<file path="config.mk">
export PLATFORM = sky130hd
export DESIGN_NAME = ws2812_frame_ctrl
export DESIGN_NICKNAME = d
export VERILOG_FILES = /design/src/rtl/ws2812_frame_ctrl.sv
export SDC_FILE = /design/constraint.sdc
export NUM_CORES = 1
export LEC_CHECK = 0
export ABC_AREA = 1
export CORE_AREA = 2 2 143 173
export CTS_BUF_LIST = sky130_fd_sc_hd__clkbuf_2 sky130_fd_sc_hd__clkbuf_4 sky130_fd_sc_hd__clkbuf_8
export DETAILED_ROUTE_END_ITERATION = 8
export DIE_AREA = 0 0 145 175
export HOLD_SLACK_MARGIN = 0.03
export PLACE_DENSITY_LB_ADDON = 0.25
export SYNTH_ARGS = -nofsm -noshare
export SYNTH_HDL_FRONTEND = slang
export SYNTH_SLANG_ARGS = --single-unit
</file>
<file path="constraint.sdc">
create_clock -name clk -period 3.2 [get_ports clk]
set_input_delay 0.32 -clock clk [delete_from_list [all_inputs] [get_ports clk]]
set_output_delay 0.32 -clock clk [all_outputs]
set_load 0.01 [all_outputs]
</file>
<file path="src/rtl/ws2812_frame_ctrl.sv">
// rtl/ws2812_frame_ctrl.sv - WS2812B frame scheduler: pixel buffer, pixel streaming, latch interval
//
// Ports:
//   clk, rst_n         clock and asynchronous active-low reset
//   wr_en/addr/grb     host pixel write; dropped with wr_err pulse while busy
//   start              single-cycle frame request; a request while busy is held as pending
//   busy, frame_done   frame in progress / end-of-latch pulse
//   pix_valid/grb      pixel offered to the encoder, pix_ready accepts it
//   enc_idle           encoder has fully finished its last bit
//   latch_active       line held low for the reset/latch interval
module ws2812_frame_ctrl #(
  parameter int NUM_LEDS     = 8,
  parameter int ADDR_W       = 3,
  parameter int RESET_CYCLES = 1400
) (
  input  logic              clk,
  input  logic              rst_n,
  input  logic              wr_en,
  input  logic [ADDR_W-1:0] wr_addr,
  input  logic [23:0]       wr_grb,
  input  logic              start,
  output logic              busy,
  output logic              frame_done,
  output logic              wr_err,
  output logic              pix_valid,
  output logic [23:0]       pix_grb,
  input  logic              pix_ready,
  input  logic              enc_idle,
  output logic              latch_active
);

  localparam int CNT_W = (RESET_CYCLES > 1) ? $clog2(RESET_CYCLES) : 1;
  localparam logic [ADDR_W-1:0] LAST_IDX  = ADDR_W'(NUM_LEDS - 1);
  localparam logic [CNT_W-1:0]  CNT_START = CNT_W'(RESET_CYCLES - 1);

  typedef enum logic [2:0] {
    S_IDLE, S_FETCH, S_OFFER, S_DRAIN, S_LATCH
  } state_t;

  state_t            state_q, state_d;
  logic [23:0]       pbuf_q [NUM_LEDS];
  logic [23:0]       pbuf_d [NUM_LEDS];
  logic [ADDR_W-1:0] idx_q, idx_d;
  logic [CNT_W-1:0]  cnt_q, cnt_d;
  logic              pending_q, pending_d;
  logic [23:0]       pix_grb_q, pix_grb_d;
  logic              frame_done_q, frame_done_d;
  logic              wr_err_q, wr_err_d;

  // State register
  always_ff @(posedge clk or negedge rst_n) begin
    if (!rst_n) state_q <= S_IDLE;
    else        state_q <= state_d;
  end

  // Next-state logic
  always_comb begin
    state_d = state_q;
    case (state_q)
      S_IDLE:  if (start || pending_q) state_d = S_FETCH;
      S_FETCH: state_d = S_OFFER;
      S_OFFER: if (pix_ready) state_d = (idx_q == LAST_IDX) ? S_DRAIN : S_FETCH;
      S_DRAIN: if (enc_idle) state_d = S_LATCH;
      S_LATCH: if (cnt_q == '0) state_d = S_IDLE;
      default: state_d = S_IDLE;
    endcase
  end

  // State-decoded outputs
  always_comb begin
    busy         = (state_q != S_IDLE);
    pix_valid    = (state_q == S_OFFER);
    latch_active = (state_q == S_LATCH);
  end

  // Datapath next values
  always_comb begin
    pbuf_d = pbuf_q;
    // Address decode by comparison so out-of-range addresses match no entry.
    for (int i = 0; i < NUM_LEDS; i++) begin
      if (wr_en && !busy && (wr_addr == ADDR_W'(i))) pbuf_d[i] = wr_grb;
    end
    wr_err_d = wr_en && busy;

    // One pending slot: any start seen while busy is folded into it; IDLE
    // always consumes it because leaving IDLE is the launch.
    pending_d = pending_q;
    if (state_q == S_IDLE) pending_d = 1'b0;
    else if (start)        pending_d = 1'b1;

    idx_d = idx_q;
    if (state_q == S_IDLE) idx_d = '0;
    else if (state_q == S_OFFER && pix_ready && idx_q != LAST_IDX) idx_d = idx_q + ADDR_W'(1);

    pix_grb_d = pix_grb_q;
    if (state_q == S_FETCH) begin
      for (int i = 0; i < NUM_LEDS; i++) begin
        if (idx_q == ADDR_W'(i)) pix_grb_d = pbuf_q[i];
      end
    end

    cnt_d = cnt_q;
    if (state_q == S_DRAIN && enc_idle)        cnt_d = CNT_START;
    else if (state_q == S_LATCH && cnt_q != '0) cnt_d = cnt_q - CNT_W'(1);

    frame_done_d = (state_q == S_LATCH) && (cnt_q == '0);
  end

  // Datapath registers
  always_ff @(posedge clk or negedge rst_n) begin
    if (!rst_n) begin
      for (int i = 0; i < NUM_LEDS; i++) pbuf_q[i] <= 24'h0;
      idx_q        <= '0;
      cnt_q        <= '0;
      pending_q    <= 1'b0;
      pix_grb_q    <= 24'h0;
      frame_done_q <= 1'b0;
      wr_err_q     <= 1'b0;
    end else begin
      pbuf_q       <= pbuf_d;
      idx_q        <= idx_d;
      cnt_q        <= cnt_d;
      pending_q    <= pending_d;
      pix_grb_q    <= pix_grb_d;
      frame_done_q <= frame_done_d;
      wr_err_q     <= wr_err_d;
    end
  end

  assign pix_grb    = pix_grb_q;
  assign frame_done = frame_done_q;
  assign wr_err     = wr_err_q;

endmodule

</file>
==> impl_metrics.json <==
{
  "status": "finished, final reports clean",
  "cts_max_level": 2,
  "switchingPower_uw": 4480,
  "post_dp_cell_area_sq_um": 12500,
  "antennaDiodeCount": 0,
  "endpoint_kind": "flip-flop",
  "power_frac_comb_pct": 35.8,
  "grt_max_degree": 105,
  "synth.most_common_cell": "nand2_1",
  "tns_ps": 0,
  "crit_buf_inv": 1,
  "finalPower_uw": 12200,
  "initial_core_util_pct": 49.2,
  "clock_latency_ps": 560,
  "synth_top_area_share_pct": 50.7,
  "netlist_area_sq_um": 11600,
  "dr.pass1.iters": 6,
  "cts-root-buf": "clkbuf_8",
  "ys_ff_latch": 236,
  "finalSetupViolations": 0,
  "multi_input_comb_area_sq_um": 4320,
  "dieArea_sq_um": 25400,
  "hold_class": "input port to flip-flop",
  "start_kind": "flip-flop",
  "hpwlAfterDp_mm": 19.0,
  "clkTransAtPathRegs_ps": 60,
  "tightestPinTransition_ps": 1010,
  "grt_pass1_vias": 9825,
  "relSlewSlack_pct": 32.6,
  "gp_congestion": 0.823,
  "crit_type": "flip-flop to flip-flop",
  "crit_path_frequent_cell": "nand2_1",
  "period_share_pct": 78.2,
  "async_flop_share_pct": 100,
  "grt_overflow": 0,
  "intPower_uw": 7710,
  "clock-sinks": 236,
  "seq_area_sq_um": 5910,
  "fillCellCount": 2229,
  "synthToLayoutAreaGrowth_pct": 14.0,
  "synth_cell_types": 33,
  "drc": 0,
  "cp_max_fo": 28,
  "yosysSeqAreaShare_pct": 50.7,
  "slew_violations": 0,
  "p_leak_uw": 0.00663,
  "min_from": "start",
  "cts_buffers": 40,
  "crit_slowest_cell": "nand2_1",
  "design_area_sq_um": 13300,
  "grt_pass1_wl_mm": 50.9,
  "ir_worst_vdd_mv": 0.411,
  "syn_inst": 1498,
  "ant_nets": 0,
  "fmax_mhz": 399,
  "die_y_um": 175,
  "synth_top_flop_cell": "dfrtp_1",
  "critPathArrivalTime_ps": 3010,
  "synth_top_area_cell": "dfrtp_1",
  "vias": 9602,
  "syn_area_per_cell_sq_um": 7.77,
  "cp_slowest_stage_delay_ps": 760,
  "antenna_found_initial": 0,
  "wl_per_cell_um": 16.0,
  "cts_tree": "built",
  "clockBufferDepth": 3,
  "wirelength_mm": 30.3,
  "switching_share_pct": 36.8,
  "r2r_start": "idx_q[2]",
  "crit_family": "simple AND/OR/NAND/NOR gates",
  "hold_viol": 0,
  "grt_use_total_pct": 24.9,
  "maxCapViolations": 0,
  "period_needed_ps": 2500,
  "pwr-share-seq_pct": 41.5,
  "drt_iter0_drc": 689,
  "rows": 62,
  "final_layout_size_suffix_gt1_share_pct": 8.83,
  "fin_nets": 1591,
  "synth_edf_count": 0,
  "synthTopCellsByArea": "dfrtp_1 (51%), nand2_1 (13%), inv_1 (8.0%), o21ai_0 (5.8%), nand3_1 (3.7%)",
  "synth_common_cells": "nand2_1 (409), inv_1 (247), dfrtp_1 (236), o21ai_0 (135), nor2_1 (89)",
  "crit_path_cell_trace": "inv_2 -> nand2_1 -> nand2_1 -> nand3_1 -> nand3_1 -> nand2_1 -> nand2_1 -> nand2_1 -> nand2_1 -> nand2_1 -> nand2_1",
  "yosys_warnings": 0,
  "die_w_um": 145,
  "pwr_density_cell_nw_per_um2": 918,
  "syn_nets": 1539,
  "worstPathRequired_ps": 3700,
  "crit_start": "idx_q[2]",
  "core_area_sq_um": 23700,
  "skew_ps": 23.1,
  "viasPerCell": 5.07,
  "io_buffers": 61,
  "power_frac_clock_pct": 22.7,
  "ios": 62,
  "rsz0062_at_grt": "no",
  "cts_resized": 0
}
path summary, 6_finish.rpt:
check	endpoint	slack, ps	cells past startpoint
min reg2reg	pix_grb[14]	480	2
min	pending_q	330	3
max in group asynchronous	pbuf_q[91]	1960	3
max	pix_grb[16]	700	11
max reg2reg	pix_grb[16]	700	11
min in group asynchronous	pbuf_q[81]	440	2
power groups by stage:
stage	clock, uW	sequential, uW	combinational [uW]
finish	2770	5060	4370
global route	2950	5200	5120
CTS	2820	5050	4420
detailed placement	0	5080	4390
global placement	0	5040	4290
floorplan	0	4960	3060
per-stage QoR:
stage	hold slack [ps]	util, %	worst slack [ps]	std cells
floorplan	24.4	-	1260	1498
CTS	303	56.1	722	1894
finish	330	56.1	696	1894
global placement	456	52.7	723	1827
detailed placement	445	52.7	717	1827
global route	357	56.1	490	1894
flip-flops by register name, summed over array words and instances (netlist names):
| register | count |
|---|---|
| pix_grb | 24 |
| cnt_q | 11 |
| pending_q | 1 |
| idx_q | 3 |
| pbuf_q | 192 |
| state_q | 3 |
| frame_done | 1 |
| wr_err | 1 |
layout by cell type (no fill, tap or decap), types with 6 or more instances in the layout:
cell type and count:
nand2_1 408, clkbuf_8 48, nand3_1 86, ha_1 8, nor3_1 6, a21oi_1 78, clkdlybuf4s50_1 60, nand2_2 9
inv_1 247, o21ai_2 20, buf_12 6, nor2_1 87, clkbuf_4 16, o21ai_0 135, buf_4 21, o21ai_1 73
dfrtp_1 236
worst reg2reg max path, stage by stage (launching register included):
cell     delay (ps)
dfrtp_1         450
inv_2           460
nand2_1         760
nand2_1         240
nand3_1         100
nand3_1         100
nand2_1          80
nand2_1          70
nand2_1          40
nand2_1          50
nand2_1          50
nand2_1          60
kinds of logic after synthesis:
group / count (synthesis) / synth area share (%)
flops: 236 / 50.7
xor+xnor: 3 / 0.226
compound gates: 309 / 14.0
fa+ha+maj: 8 / 0.860
simple gates: 612 / 21.9
buf+inv: 330 / 12.3
metal layers:
layer / up-vias / GRT usage [%] / share of wire, %
li1: 4743 / - / -
met4: 0 / 7.76 / 2.2
met3: 61 / 3.86 / 5.4
met5: - / 0 / 0
met2: 265 / 43.4 / 49
met1: 4533 / 32.0 / 44
what timing repair did:
action	in CTS	in global routing
hold endpoints to repair	100	0
hold buffers	1	0
buffers inserted	0	0
area by class of cell:
| cell class | instances | area share [%] |
|---|---|---|
| flip-flops and latches | 236 | 44.5 |
| multi-input cells | 932 | 32.5 |
| inverters | 251 | 7.13 |
| repair buffers | 89 | 6.80 |
| clock buffers | 64 | 5.88 |
| well taps | 320 | 3.01 |
| clock inverters | 2 | 0.170 |
Note: power is estimated with default switching activity, not from simulation.
